[config.mk]
export PLATFORM = sky130hd
export DESIGN_NAME = sipo_stream
export DESIGN_NICKNAME = d
export VERILOG_FILES = /design/src/rtl/sipo_stream_pkg.sv /design/src/rtl/sipo_stream.sv
export SDC_FILE = /design/constraint.sdc
export NUM_CORES = 1
export LEC_CHECK = 0
export BUFFER_PORTS_ARGS = -buffer_cell sky130_fd_sc_hd__buf_2
export CORE_MARGIN = 8
export CORE_UTILIZATION = 35
export DETAILED_ROUTE_END_ITERATION = 8
export SYNTH_ARGS = -nofsm -noshare
export SYNTH_HDL_FRONTEND = slang
export SYNTH_SLANG_ARGS = --single-unit
[constraint.sdc]
create_clock -name clk_i -period 1.62 [get_ports clk_i]
set_clock_uncertainty 0.1 [all_clocks]
set_input_delay 0.243 -clock clk_i [delete_from_list [all_inputs] [get_ports clk_i]]
set_output_delay 0.243 -clock clk_i [all_outputs]
set_load 0.05 [all_outputs]
[src/rtl/sipo_stream_pkg.sv]
// Shared types and constants for the sipo_stream serial-to-parallel deserialiser.
// Optional parity support is enabled with the SIPO_STREAM_PARITY_EN macro.
package sipo_stream_pkg;

  typedef enum logic {
    S_DATA = 1'b0,
    S_PAR  = 1'b1
  } state_e;

  localparam DIR_MSB_FIRST = "msb_first";
  localparam DIR_LSB_FIRST = "lsb_first";

endpackage : sipo_stream_pkg

[src/rtl/sipo_stream.sv]
// Serial-in parallel-out deserialiser with a valid/ready word output and overflow pulse.
// Define SIPO_STREAM_PARITY_EN to append a parity bit to each frame and flag errors.
module sipo_stream
  import sipo_stream_pkg::*;
#(
  parameter int   DATA_WIDTH = 8,
  parameter       DIRECTION  = DIR_MSB_FIRST,
  parameter logic PARITY_ODD = 1'b0
) (
  input  logic                  clk_i,
  input  logic                  a_rst_n_i,
  input  logic                  en_i,
  input  logic                  data_i,
  input  logic                  sync_i,
  output logic [DATA_WIDTH-1:0] m_data_o,
  output logic                  m_valid_o,
  input  logic                  m_ready_i,
  output logic                  ovf_o,
  output logic                  par_err_o
);

  localparam int CW        = $clog2(DATA_WIDTH);
  localparam bit MSB_FIRST = (DIRECTION == DIR_MSB_FIRST);

  logic [DATA_WIDTH-1:0] shift_q, shift_d, shift_base, shift_in;
  logic [CW-1:0]         cnt_q, cnt_d, cnt_base;
  logic [DATA_WIDTH-1:0] m_data_q, m_data_d, word;
  logic                  m_valid_q, m_valid_d;
  logic                  ovf_q, ovf_d;
  logic                  par_err_q, par_err_d, par_calc;
  logic                  last_bit, complete;

`ifdef SIPO_STREAM_PARITY_EN
  state_e state_q, state_d, state_base;
`endif

  // sync_i restarts the frame first, so a bit accepted alongside it becomes bit 0.
  assign shift_base = sync_i ? '0 : shift_q;
  assign cnt_base   = sync_i ? '0 : cnt_q;
  assign shift_in   = MSB_FIRST ? {shift_base[DATA_WIDTH-2:0], data_i}
                                : {data_i, shift_base[DATA_WIDTH-1:1]};
  assign last_bit   = (cnt_base == CW'(DATA_WIDTH - 1));

  // NOTE: every always_comb output gets a default first so no path can infer a latch.
  always_comb begin
    shift_d  = shift_base;
    cnt_d    = cnt_base;
    complete = 1'b0;
    word     = shift_in;
    par_calc = 1'b0;
`ifdef SIPO_STREAM_PARITY_EN
    state_base = sync_i ? S_DATA : state_q;
    state_d    = state_base;
    if (en_i) begin
      case (state_base)
        S_DATA: begin
          shift_d = shift_in;
          if (last_bit) begin
            cnt_d   = '0;
            state_d = S_PAR;
          end else begin
            cnt_d = cnt_base + CW'(1);
          end
        end
        S_PAR: begin
          // The parity bit completes the word held in the shift register.
          complete = 1'b1;
          word     = shift_q;
          par_calc = ((^shift_q) ^ data_i) != PARITY_ODD;
          state_d  = S_DATA;
        end
        default: state_d = S_DATA;
      endcase
    end
`else
    if (en_i) begin
      shift_d  = shift_in;
      cnt_d    = last_bit ? '0 : cnt_base + CW'(1);
      complete = last_bit;
    end
`endif
  end

  always_comb begin
    m_data_d  = m_data_q;
    m_valid_d = m_valid_q & ~m_ready_i;
    par_err_d = par_err_q;
    ovf_d     = 1'b0;
    if (complete) begin
      if (!m_valid_q || m_ready_i) begin
        m_data_d  = word;
        m_valid_d = 1'b1;
        par_err_d = par_calc;
      end else begin
        ovf_d = 1'b1;
      end
    end
  end

  // NOTE: sequential state uses non-blocking assignments so all flops update together.
  always_ff @(posedge clk_i or negedge a_rst_n_i) begin
    if (!a_rst_n_i) begin
      shift_q   <= '0;
      cnt_q     <= '0;
      m_data_q  <= '0;
      m_valid_q <= 1'b0;
      ovf_q     <= 1'b0;
      par_err_q <= 1'b0;
`ifdef SIPO_STREAM_PARITY_EN
      state_q   <= S_DATA;
`endif
    end else begin
      shift_q   <= shift_d;
      cnt_q     <= cnt_d;
      m_data_q  <= m_data_d;
      m_valid_q <= m_valid_d;
      ovf_q     <= ovf_d;
      par_err_q <= par_err_d;
`ifdef SIPO_STREAM_PARITY_EN
      state_q   <= state_d;
`endif
    end
  end

  assign m_data_o  = m_data_q;
  assign m_valid_o = m_valid_q;
  assign ovf_o     = ovf_q;

`ifdef SIPO_STREAM_PARITY_EN
  assign par_err_o = par_err_q;
`else
  logic unused_par;
  assign unused_par = PARITY_ODD ^ par_err_q;
  assign par_err_o  = 1'b0;
`endif

endmodule : sipo_stream

==> out/results.tsv <==
metric	value	unit
status	finished, violations left	
failing checks	negative setup slack	
PnR worst setup slack	-0.00440	ns
count leader, synth	dfrtp_1	
Comb pwr share	10.3	%
Stages on worst setup path	7	
Crit-path slowest cell	dfrtp_1	
Worst EP required	1.72	ns
Syn Inst Count	68	
top_reg_cell synth	dfrtp_1	
# fillers	230	
max-cap viol count	0	
Placer Congestion	0.758	
Post-Synth Adder-Cell Area	2.76	%
antenna fix cells	0	
Util after Layout	46.6	%
CORE AREA	2450	sq um
Setup WS pre-CTS	-0.121	ns
Pwr Density	785	nW/um^2
cell row count	18	
synth top area cells	dfrtp_1 55%, mux2_4 12%, mux2i_1 7.7%	
commonest cells in the netlist	20 x dfrtp_1, 9 x nor2b_1, 7 x mux2_4, 7 x mux2i_1, 7 x nor2_1	
unrepaired setup endpoints after global routing	true	
xor/xnor share of the synthesized area	0.967	%
r2r worst-path depth	7	
DR WL/cell	13.2	um
Crit Path Class	flip-flop to flip-flop	
Buf/Inv on CP	1	
TritonRoute pass-1 iters	4	
final instance area	1140	sq um
placed inst area	1050	sq um
crit path time final	1.62	ns
Via density	4.41	
Total Die Area	4470	sq um
Hold WC Path Type	input pin to flip-flop	
Clock Sinks	20	
Clock Tree Root	clkbuf_4	
Initial DRC Count	3	
Yosys top cell by area	dfrtp_1	
Post-synth EDFFs	0	
Power Internal	693	uW
Residual DRC	0	
Initial Util	36.9	%
IO buf count	15	
Final Hold Fails	0	
vias in the first global route	587	
mux share of post-synthesis cell area	21.8	%
share of the synthesized area in the top cell type	55.2	%
Die X	66.9	um
synthesized area	906	sq um
drt total wl	1.60	mm
initial antenna violation count	0	
remaining antenna violation count after routing	0	
Ys Warns	0	
main combinational cell family by area after synthesis	multiplexers	
HPWL after detailed placement	1.06	mm
Seq pwr share	57.7	%
period utilisation layout	100	%
Yosys reg bits	20	
Compound-Gate Fraction of Synth Area	0.552	%
Critical Path AT	1.72	ns
chip height	66.9	um
CTS Buffer Depth	2	
Clock Pin Slew Worst Setup and Hold Paths	0.11	ns
CP max stage delay	0.35	ns
asr flop ratio synth	100	%
CTS tree	done	
CP Cell Sequence	nor2b_4, ha_4, ha_4, nand2_4, nor2b_4, buf_12, mux2_4	
Leak	0.606	nW
Max Slew Vio Count	0	
Max Clock Freq	616	MHz
ratio of cells with drive above 1 in the final layout	46.2	%
net count after synthesis	76	
CTS Buf Count	3	
Sw Ratio	22.8	%
clock latency on the worst-skew pair	0.30	ns
critical path peak fanout	8	
sequential-to-total area share from yosys stat	55.2	%
Peak VDD IR	0.408	mV
wire length of the first global-routing pass	2.70	mm
Final nets	100	
Cells on Worst Hold Path	3	
Total GRT Usage	8.20	%
net switching power	204	uW
Netlist cell types	19	
final setup fails	1	
Worst setup SP type	flip-flop	
CTS H-tree depth	1	
largest net degree at the start of global routing	21	
area delta synth->final	26.2	%
Ports	17	
Post-Synth Simple-Gate Area	14.4	%
syn avg cell area	13.3	sq um
critical path's top delay family	flip-flops	
GRT overflow	0	
vias	534	
nature of the critical path endpoint	flip-flop	
clock power share	32.0	%
-- registers in the layout (all words and copies together), names as in the netlist --
| register | flops |
|---|---|
| m_data_o | 8 |
| shift_q | 7 |
| cnt_q | 3 |
| m_valid_o | 1 |
| ovf_o | 1 |
-- metal layers --
metal,track usage [%],routed length (um),vias up
li1,-,-,263
met1,9.35,676,260
met2,12.5,823,7
met3,1.01,37,4
met4,8.62,62,0
met5,0,0,-
-- final cells by class --
type                       count  area (sq um)  area share, %
tap                           30          37.5           3.28
multi-input combinational     43           415           36.3
clock buffer                   4          36.3           3.17
sequential                    20           500           43.8
timing repair buffer          23           150           13.1
inverter                       1          3.75          0.328
-- power groups by stage --
stage	Combinational (mW)	Sequential [mW]	Clock, mW
floorplan	0.0486	0.528	0
global placement	0.0731	0.527	0
detailed placement	0.0758	0.527	0
CTS	0.0877	0.518	0.307
global route	0.104	0.520	0.325
finish	0.0928	0.518	0.287
-- worst paths after layout --
kind                                     to  slack (ns)   startpoint
worst max-delay path            m_data_o[3]      -0.004     cnt_q[1]
worst min-delay path             shift_q[0]        0.08       data_i
worst max register to register  m_data_o[3]      -0.004     cnt_q[1]
worst min register to register  m_data_o[6]        0.42  m_data_o[6]
max in group asynchronous       m_data_o[5]        0.81    a_rst_n_i
min in group asynchronous          cnt_q[1]        0.31    a_rst_n_i
-- cell usage in the layout (no fill, tap or decap) --
cell type      synthesis  routed
nand2_4                0       1
buf_2                  1      15
dlygate4sd3_1          0       1
dfrtp_1               20      20
mux2_2                 2       2
clkbuf_8               0       1
o21ai_0                1       1
inv_1                  1       1
clkbuf_4               0       3
conb_1                 1       1
mux2_4                 7       7
nand2_1                2       2
nor2b_4                1       3
nand2b_4               1       1
mux2i_1                7       7
nor2b_1                9       7
nor2_1                 7       7
buf_4                  2       6
nand2b_1               1       1
xor2_1                 1       1
ha_4                   0       2
buf_12                 0       1
-- worst reg2reg max path: stages, from the launching register on --
cell	delay [ns]
dfrtp_1	0.35
nor2b_4	0.17
ha_4	0.15
ha_4	0.13
nand2_4	0.05
nor2b_4	0.12
buf_12	0.14
mux2_4	0.30
-- per-stage QoR --
stage	instances	setup TNS, ns	hold WS [ns]	power (mW)
floorplan	68	0	-0.153	0.577
global placement	113	-0.520	0.115	0.600
detailed placement	113	-0.827	0.115	0.603
CTS	120	0	0.0595	0.913
global route	121	-0.490	0.0697	0.949
finish	121	-0.00440	0.0754	0.898
-- cells by family (layout without fill, tap and decap cells) --
logic type / count (synthesis) / count (layout)
and+or+nand+nor: 22 / 22
DFF: 20 / 20
muxes: 16 / 16
buffers and inverters: 5 / 28
adders and majority gates: 2 / 2
other: 1 / 1
AOI/OAI and AO/OA: 1 / 1
xor gates and xnor gates: 1 / 1
-- timing repair --
item | CTS | global route
hold buffers | 1 | 0
pin swaps | 1 | 1
setup buffers | 2 | 1
resized for setup | 3 | 1
setup endpoints to repair | 7 | 8
hold endpoints to repair | 20 | 0
No activity file was read; power rests on OpenSTA's default activity.
